File: src/rtl/cellrv32_clkgen.sv
// cellrv32_clkgen: shared prescaler tick generator; a 12-bit divider runs only while any peripheral requests it.
module cellrv32_clkgen #(
   parameter int NUM_REQ = 8
) (
   input  logic               clk_i,
   input  logic               rstn_i,
   input  logic [NUM_REQ-1:0] en_i,
   input  logic               clr_i,
   output logic [7:0]         clkgen_o,
   output logic               active_o
);
   logic        en_q, en_d;
   logic [11:0] cnt_q, cnt_d, cnt_prev_q, cnt_prev_d;
   logic [7:0]  clkgen_q, clkgen_d;
   logic [7:0]  src_cur, src_prev;
   logic        en_any;
   assign src_cur  = {cnt_q[11], cnt_q[10], cnt_q[9], cnt_q[6], cnt_q[5], cnt_q[2], cnt_q[1], cnt_q[0]};
   assign src_prev = {cnt_prev_q[11], cnt_prev_q[10], cnt_prev_q[9], cnt_prev_q[6],
                      cnt_prev_q[5], cnt_prev_q[2], cnt_prev_q[1], cnt_prev_q[0]};
   always_comb begin
      en_any     = |en_i;
      en_d       = en_any;
      cnt_d      = (!en_q || clr_i) ? 12'd0 : cnt_q + 12'd1;
      cnt_prev_d = (!en_q || clr_i) ? 12'd0 : cnt_q;
      // gating with the live request keeps the outputs silent in the very cycle en_q drops
      clkgen_d   = (en_q && en_any) ? (src_cur & ~src_prev) : 8'h00;
   end
   always_ff @(posedge clk_i or negedge rstn_i) begin
      if (!rstn_i) begin
         en_q       <= 1'b0;
         cnt_q      <= 12'd0;
         cnt_prev_q <= 12'd0;
         clkgen_q   <= 8'h00;
      end else begin
         en_q       <= en_d;
         cnt_q      <= cnt_d;
         cnt_prev_q <= cnt_prev_d;
         clkgen_q   <= clkgen_d;
      end
   end
   assign clkgen_o = clkgen_q;
   assign active_o = en_q;
endmodule

File: config.mk
export PLATFORM = sky130hd
export DESIGN_NAME = cellrv32_clkgen
export DESIGN_NICKNAME = d
export VERILOG_FILES = /design/src/rtl/cellrv32_clkgen.sv
export SDC_FILE = /design/constraint.sdc
export NUM_CORES = 1
export LEC_CHECK = 0
export CELL_PAD_IN_SITES_DETAIL_PLACEMENT = 0
export CELL_PAD_IN_SITES_GLOBAL_PLACEMENT = 1
export CORE_ASPECT_RATIO = 1.4
export CORE_MARGIN = 4
export CORE_UTILIZATION = 47
export CTS_CLUSTER_DIAMETER = 40
export DETAILED_ROUTE_END_ITERATION = 12
export DONT_BUFFER_PORTS = 1
export GPL_ROUTABILITY_DRIVEN = 0
export PLACE_DENSITY = 0.85
export RECOVER_POWER = 25
export SLEW_MARGIN = 30
export SYNTH_ARGS = -nofsm -noshare
export SYNTH_HDL_FRONTEND = slang
export SYNTH_SLANG_ARGS = --single-unit
File: constraint.sdc
create_clock -name clk_i -period 1.8 [get_ports clk_i]
set_input_delay 0.36 -clock clk_i [delete_from_list [all_inputs] [get_ports clk_i]]
set_output_delay 0.36 -clock clk_i [all_outputs]
set_load 0.01 [all_outputs]
==> flow_summary.ini, run 1 <==
[logic_synthesis]
synthTopCellsByArea = dfrtp_1 (65%), and2_1 (3.3%), nor3b_1 (3.3%)
syn_inst = 94
syn_nets = 106
synth_cell_types = 28
ys_ff_latch = 29
syn-cell-area_um2 = 1125
synth_top_area_share_pct = 64.52
yosysTopAreaCell = dfrtp_1
ys_seq_area_share_pct = 64.52
syn_area_per_cell_um2 = 11.97
synth_warnings = 0

[placed_design]
dpl.hpwl_um = 1232
io_buffers = 0
postPlaceCellArea_um2 = 1160
dp_slack_ns = 0.2873

[timing]
fin_ws_ns = 0.2952
rsz0062_at_grt = no
fin_worst_skew_ns = 0.006512
maxSlewViolCount = 0
finalSetupTns_ns = 0
finalHoldViolCount = 0
worst_slew_pin_slew_ns = 0.6801
min_period_ns = 1.505
relSlewSlack_pct = 54.66
fmax_mhz = 664.5
post-route-period-util_pct = 83.60
finalSetupViolCount = 0

[run_status]
status = completed

[routing]
antenna_left = 0
dr.first_iter.drc_count = 7
avgRoutedWirePerCell_um = 14.62
num_vias = 711
drtPass1Iterations = 4
drt_wl_total_um = 1828
routed_via_density = 5.688
drc = 0

[final_layout]
fillCellCount = 188
seqCellArea_um2 = 725.7
num-nets-final = 115
final_common_cell = dfrtp_1
synthToLayoutAreaGrowth_pct = 9.344
layout-drive-gt1-share_pct = 13.59
diodes = 0
final_cell_mix = dfrtp_1 (29), nor2_1 (9), and2_1 (6)
multiInputGateArea_um2 = 384.1
final_cell_area_um2 = 1230

[global_routing]
grt_max_degree = 30
grt_pass1_wl_um = 3263
antenna_found_initial = 0
grt-ovfl-total = 0
grtUsageTotal_pct = 13.97
grt_pass1_vias = 735

[critical_path]
crit_family = simple AND/OR/NAND/NOR gates
cp.buffers_inverters = 0
r2r_cells = 4
critPathKind = reg -> reg
endpoint_kind = flip-flop
crit_path_start_kind = flip-flop
crit_chain = ha_1, nand4_1, nor3_1, mux2_2
cp.depth = 4
critical-path-max-stage-delay_ns = 0.41
crit_arrival_ns = 1.71
critical_path.max_fanout = 6
cp_slowest_cell = dfrtp_1
required_ns = 2.01

[die]
die-area_um2 = 3251
core-area_um2 = 2227
initial_utilization_pct = 50.51
io_pins = 20
chipWidth_um = 49.35
die_h_um = 65.89
num_rows = 20

[min_path]
holdCritPathClass = in -> reg
whs_path_depth = 2

[pwr]
p_leak_nw = 0.5691
cellPowerDensity_nw_per_um2 = 897.5
peakVddDrop_mv = 0.4891

[clock_tree]
cts_inserted_buffers = 5
cts_max_path_buffers = 2
path_clk_slew_ns = 0.08
cts_tree = done
htreeDepth = 2
cts.sinks = 29
clkLatencyLatePin_ns = 0.32
ctsRootBufferMaster = clkbuf_4

[job]
maxCapViolations = 0
-- cells in the mapped netlist, drive strengths merged --
library cell and count:
dfrtp 29, nor2 9, and2 7, nor3b 6
a21oi 4, nand2 4, nand3 4, nor3 4
mux2 3, nor4 3, o21ai 3, or3 3
inv 2, nand4 2, xor2 2, a21bo 1
buf 1, clkbuf 1, ha 1, nand2b 1
nor2b 1, o31ai 1, or4 1, xnor2 1
-- per-layer routing --
metal	wire length, µm	share of wire (%)	track usage (%)
met1	760	42	14.85
met4	31	1.7	7.473
met5	0	0	0
met2	904	49	22.65
met3	131	7.2	6.772
-- where the power goes --
group          internal, mW  switching, mW
Sequential            0.665         0.0136
Clock                 0.184          0.194
Combinational        0.0180         0.0291
-- cells by family after synthesis --
group / share of synthesized area, %
simple gates: 23.03
flops: 64.52
compound gates: 4.672
mux: 3.003
fa+ha+maj: 1.112
buf+inv: 1.334
xor+xnor: 2.336
-- sequential cells by signal (all words and copies together), names as in the netlist --
register / cells
active_o: 1
clkgen_o: 8
cnt_prev_q: 8
cnt_q: 12
-- area by class of cell --
type,instances,area share [%]
flip-flops and latches,29,59.00
inverters,2,0.6104
well taps,22,2.238
repair buffers,4,2.442
clock buffers,7,4.476
multi-input cells,61,31.23
-- worst paths after layout --
check                           slack [ns]     startpoint             to
min in group asynchronous             0.62         rstn_i  cnt_prev_q[6]
worst min-delay path                  0.16        en_i[0]       active_o
max in group asynchronous             0.74         rstn_i       cnt_q[0]
worst max register to register        0.30       cnt_q[0]      cnt_q[10]
worst min register to register        0.40  cnt_prev_q[6]    clkgen_o[4]
worst max-delay path                  0.30       cnt_q[0]      cnt_q[10]
-- stage by stage --
step	std cells	hold WS, ns	power, mW	util [%]
floorplan	94	0.06441	0.7135	-
global placement	116	0.06510	0.7241	52.08
detailed placement	116	0.06517	0.7258	52.08
CTS	125	0.1473	1.128	55.90
global route	125	0.1593	1.168	55.22
finish	125	0.1594	1.104	55.22
-- repair_timing --
item,in CTS,in global routing
hold buffers,2,0
gates resized for setup,0,0
endpoints found under the hold margin,29,0
endpoints found under the setup margin,0,0
buffers inserted,0,0
Power figures use the tool's default switching activity.
==> inputs of run 2 (changes only) <==
CORE_UTILIZATION = 43   (was 47)
PLACE_DENSITY = 0.82   (was 0.85)
clock period = 1.3 ns   (was 1.8 ns; I/O delays follow)
==> flow_summary.ini, run 2 (synthesis gave the netlist of run 1 again) <==
[timing]
fmax_mhz = 731.3
fin_ws_ns = -0.06745
rsz0062_at_grt = yes
fin_worst_skew_ns = 0.001574
relSlewSlack_pct = 53.88
hold_ws_ns = 0.05033
worst_slew_pin_slew_ns = 0.6918
finalHoldViolCount = 0
maxSlewViolCount = 0
min_period_ns = 1.367
finalSetupTns_ns = -0.1568
post-route-period-util_pct = 105.2
finalSetupViolCount = 4

[pwr]
switching_share_pct = 22.14
seqPwrFrac_pct = 59.3
p_int_mw = 1.227
p_leak_nw = 0.6647
cellPowerDensity_nw_per_um2 = 1111
peakVddDrop_mv = 0.6722
p_clk_share_pct = 33.9
power.switching_uw = 348.7
power_mw = 1.575
p_comb_share_pct = 6.8

[critical_path]
cp_slowest_cell = dfrtp_1
critical-path-max-stage-delay_ns = 0.36
cp.buffers_inverters = 0
crit_arrival_ns = 1.58
crit_chain = ha_2, nand4_1, nor3_2, mux2_4
crit_path_start_kind = flip-flop
crit_family = simple AND/OR/NAND/NOR gates
rrSetupSlack_ns = -0.07
critical_path.max_fanout = 5
critPathKind = reg -> reg
required_ns = 1.51
endpoint_kind = flip-flop

[job]
maxCapViolations = 0

[final_layout]
layout-drive-gt1-share_pct = 31.97
seqCellArea_um2 = 725.7
synthToLayoutAreaGrowth_pct = 26.03
fillCellCount = 210
instances_no_fill = 156
diodes = 0
num-nets-final = 134
multiInputGateArea_um2 = 414.1
post-route-util_pct = 58.01
final_cell_area_um2 = 1418
top_register = cnt_q
final_cell_mix = dfrtp_1 (29), buf_4 (21), nor2_1 (9)
final_common_cell = dfrtp_1
largest_register_ffs = 12

[global_routing]
grt_max_degree = 30
grtUsageMet3_pct = 4.516
grtUsageTotal_pct = 15.06
met2_usage_pct = 25.97
antenna_found_initial = 0
busiest_layer = met2
use_met1_pct = 15.55
grt_pass1_vias = 804
grt_pass1_wl_um = 3691
grt-ovfl-total = 0

[placed_design]
postPlaceCellArea_um2 = 1279
dpl.hpwl_um = 1480
io_buffers = 0
place_inst = 141
dp_slack_ns = -0.1618

[routing]
avgRoutedWirePerCell_um = 13.47
routed_via_density = 5.090
antenna_left = 0
dr.first_iter.drc_count = 12
num_vias = 794
drc = 0
drt_wl_total_um = 2102
drtPass1Iterations = 4

[clock_tree]
cts_inserted_buffers = 5
path_clk_slew_ns = 0.08
cts.sinks = 29
clkLatencyLatePin_ns = 0.32
cts_max_path_buffers = 2
htreeDepth = 2
ctsRootBufferMaster = clkbuf_4
cts_tree = done

[die]
core-area_um2 = 2444
die_h_um = 68.52
chipWidth_um = 51.23
num_rows = 21
initial_utilization_pct = 46.03
die-area_um2 = 3510
io_pins = 20

[run_status]
violations = setup timing
status = finished, violations left

[min_path]
holdCritPathClass = in -> reg
## run 2: area by class of cell
| cell class | count | area share, % |
|---|---|---|
| inverter | 2 | 0.5296 |
| sequential | 29 | 51.19 |
| timing repair buffer | 23 | 12.18 |
| tap | 34 | 3.001 |
| clock buffer | 7 | 3.883 |
| multi-input combinational | 61 | 29.21 |
## run 2: repair_timing
action	CTS	global route
hold endpoints to repair	29	0
gates resized for setup	4	3
setup buffers	3	3
setup endpoints to repair	4	6
hold buffers	2	0
pin swaps	6	4
## run 2: final timing paths
| path | start | to | cells after the start |
|---|---|---|---|
| worst max-delay path | cnt_q[0] | cnt_q[10] | 4 |
| worst min-delay path | en_i[0] | active_o | 2 |
| worst max register to register | cnt_q[0] | cnt_q[10] | 4 |
| worst min register to register | cnt_prev_q[11] | clkgen_o[7] | 1 |
| max in group asynchronous | rstn_i | cnt_q[7] | 2 |
| min in group asynchronous | rstn_i | cnt_prev_q[11] | 2 |
## run 2: worst register-to-register path, delay by kind of cell (launching register included)
kind | cells | cell delay [ns]
multiplexers | 1 | 0.31
AND/OR/NAND/NOR | 2 | 0.41
adder cells (fa/ha/maj) | 1 | 0.18
flip-flops | 1 | 0.36
## run 2: power groups by stage
| stage | clock, mW | sequential, mW | combinational [mW] |
|---|---|---|---|
| floorplan | 0 | 0.955 | 0.0330 |
| global placement | 0 | 0.955 | 0.0655 |
| detailed placement | 0 | 0.956 | 0.0675 |
| CTS | 0.549 | 0.936 | 0.110 |
| global route | 0.577 | 0.938 | 0.121 |
| finish | 0.534 | 0.935 | 0.107 |
## run 2: per-layer routing
metal	up-vias	share of wire, %
met5	-	0
met3	8	3.4
met4	0	3.1
met2	13	55
li1	379	-
met1	394	38
==> inputs of run 3 (changes only) <==
MAX_ROUTING_LAYER = met4   (was unset)
REMOVE_ABC_BUFFERS = 1   (was unset)
SLEW_MARGIN = unset   (was 30)
==> flow_summary.ini, run 3 (synthesis gave the netlist of run 1 again) <==
[final_layout]
diodes = 0
final_common_cell = dfrtp_1
post-route-util_pct = 60.06
multiInputGateArea_um2 = 441.7
largest_register_ffs = 12
instances_no_fill = 155
num-nets-final = 132
final_cell_area_um2 = 1468
top_register = cnt_q
seqCellArea_um2 = 725.7
synthToLayoutAreaGrowth_pct = 30.48
final_cell_mix = dfrtp_1 (29), buf_4 (18), nor2_1 (9)
fillCellCount = 196
layout-drive-gt1-share_pct = 34.71

[die]
num_rows = 21
die_h_um = 68.52
io_pins = 20
core-area_um2 = 2444
initial_utilization_pct = 46.03
die-area_um2 = 3510
chipWidth_um = 51.23

[global_routing]
grt-ovfl-total = 0
grt_pass1_wl_um = 3615
antenna_found_initial = 0
met2_usage_pct = 24.35
use_met1_pct = 15.88
grtUsageTotal_pct = 15.18
grtUsageMet3_pct = 6.667
grt_max_degree = 30
grt_pass1_vias = 817
busiest_layer = met2

[timing]
relSlewSlack_pct = 54.97
hold_ws_ns = 0.04276
min_period_ns = 1.426
finalSetupTns_ns = -0.3715
finalHoldViolCount = 0
post-route-period-util_pct = 109.7
maxSlewViolCount = 0
fin_worst_skew_ns = 0.008465
fin_ws_ns = -0.1260
worst_slew_pin_slew_ns = 0.6755
finalSetupViolCount = 6
rsz0062_at_grt = yes
fmax_mhz = 701.2

[critical_path]
crit_path_start_kind = flip-flop
endpoint_kind = flip-flop
timing.rr.start = cnt_q[0]
crit_path_start = cnt_q[0]
critPathKind = reg -> reg
critical_path.max_fanout = 3
rrSetupSlack_ns = -0.13
crit_arrival_ns = 1.68
required_ns = 1.55

[pwr]
seqPwrFrac_pct = 52.2
p_leak_nw = 0.6861
p_clk_share_pct = 42.9
switching_share_pct = 20.96
peakVddDrop_mv = 0.6892
p_int_mw = 1.416
power_mw = 1.791
cellPowerDensity_nw_per_um2 = 1220
power.switching_uw = 375.5
p_comb_share_pct = 4.9

[placed_design]
dpl.hpwl_um = 1433
io_buffers = 0
dp_slack_ns = -0.1452
postPlaceCellArea_um2 = 1272
place_inst = 141

[routing]
avgRoutedWirePerCell_um = 13.88
routed_via_density = 5.135
antenna_left = 0
drt_wl_total_um = 2152
drtPass1Iterations = 4
drc = 0
dr.first_iter.drc_count = 12
num_vias = 796

[clock_tree]
htreeDepth = 2
cts_max_path_buffers = 2
cts.sinks = 29
ctsRootBufferMaster = clkbuf_4
cts_tree = done
path_clk_slew_ns = 0.09
cts_inserted_buffers = 5
clkLatencyLatePin_ns = 0.33

[run_status]
status = finished, violations left
violations = setup timing

[min_path]
holdCritPathClass = in -> reg
hold_start = en_i[0]

[job]
maxCapViolations = 0
==> run 3: power groups by stage <==
stage	combinational [mW]	sequential, mW	clock, mW
final	0.0876	0.936	0.768
after floorplan	0.0317	0.955	0
after detailed placement	0.0634	0.954	0
after global routing	0.101	0.938	0.827
after global placement	0.0633	0.953	0
after CTS	0.0941	0.936	0.792
==> run 3: metal layers <==
| layer | wire (µm) | part of all wire [%] |
|---|---|---|
| met1 | 826 | 38 |
| met2 | 1155 | 54 |
| met3 | 109 | 5.1 |
| met4 | 61 | 2.8 |
| met5 | 0 | 0 |
==> run 3: what timing repair did <==
action / 4_1_cts / 5_1_grt
pin swaps: 7 / 3
hold endpoints to repair: 29 / 0
endpoints found under the setup margin: 6 / 7
hold buffers: 2 / 0
resized for setup: 5 / 10
buffers inserted: 3 / 1
==> run 3: final timing paths <==
path,cells after the start,endpoint
max in group asynchronous,2,cnt_q[8]
min in group asynchronous,2,clkgen_o[1]
max reg2reg,5,cnt_q[8]
min,2,active_o
max,5,cnt_q[8]
min reg2reg,1,clkgen_o[7]
==> run 3: final cells by class <==
| cell class | count | area share, % |
|---|---|---|
| Multi-Input combinational cell | 61 | 30.09 |
| Tap cell | 34 | 2.899 |
| Inverter | 2 | 0.5115 |
| Sequential cell | 29 | 49.45 |
| Timing Repair Buffer | 21 | 11.00 |
| Clock buffer | 6 | 3.495 |
| Clock inverter | 2 | 2.558 |
==> run 3: worst max-delay path, cell delays in order (launching register included) <==
cell and delay, ns:
dfrtp_1 0.37, ha_2 0.19, nand4_1 0.10, buf_4 0.17, or3_4 0.37, a21oi_4 0.16
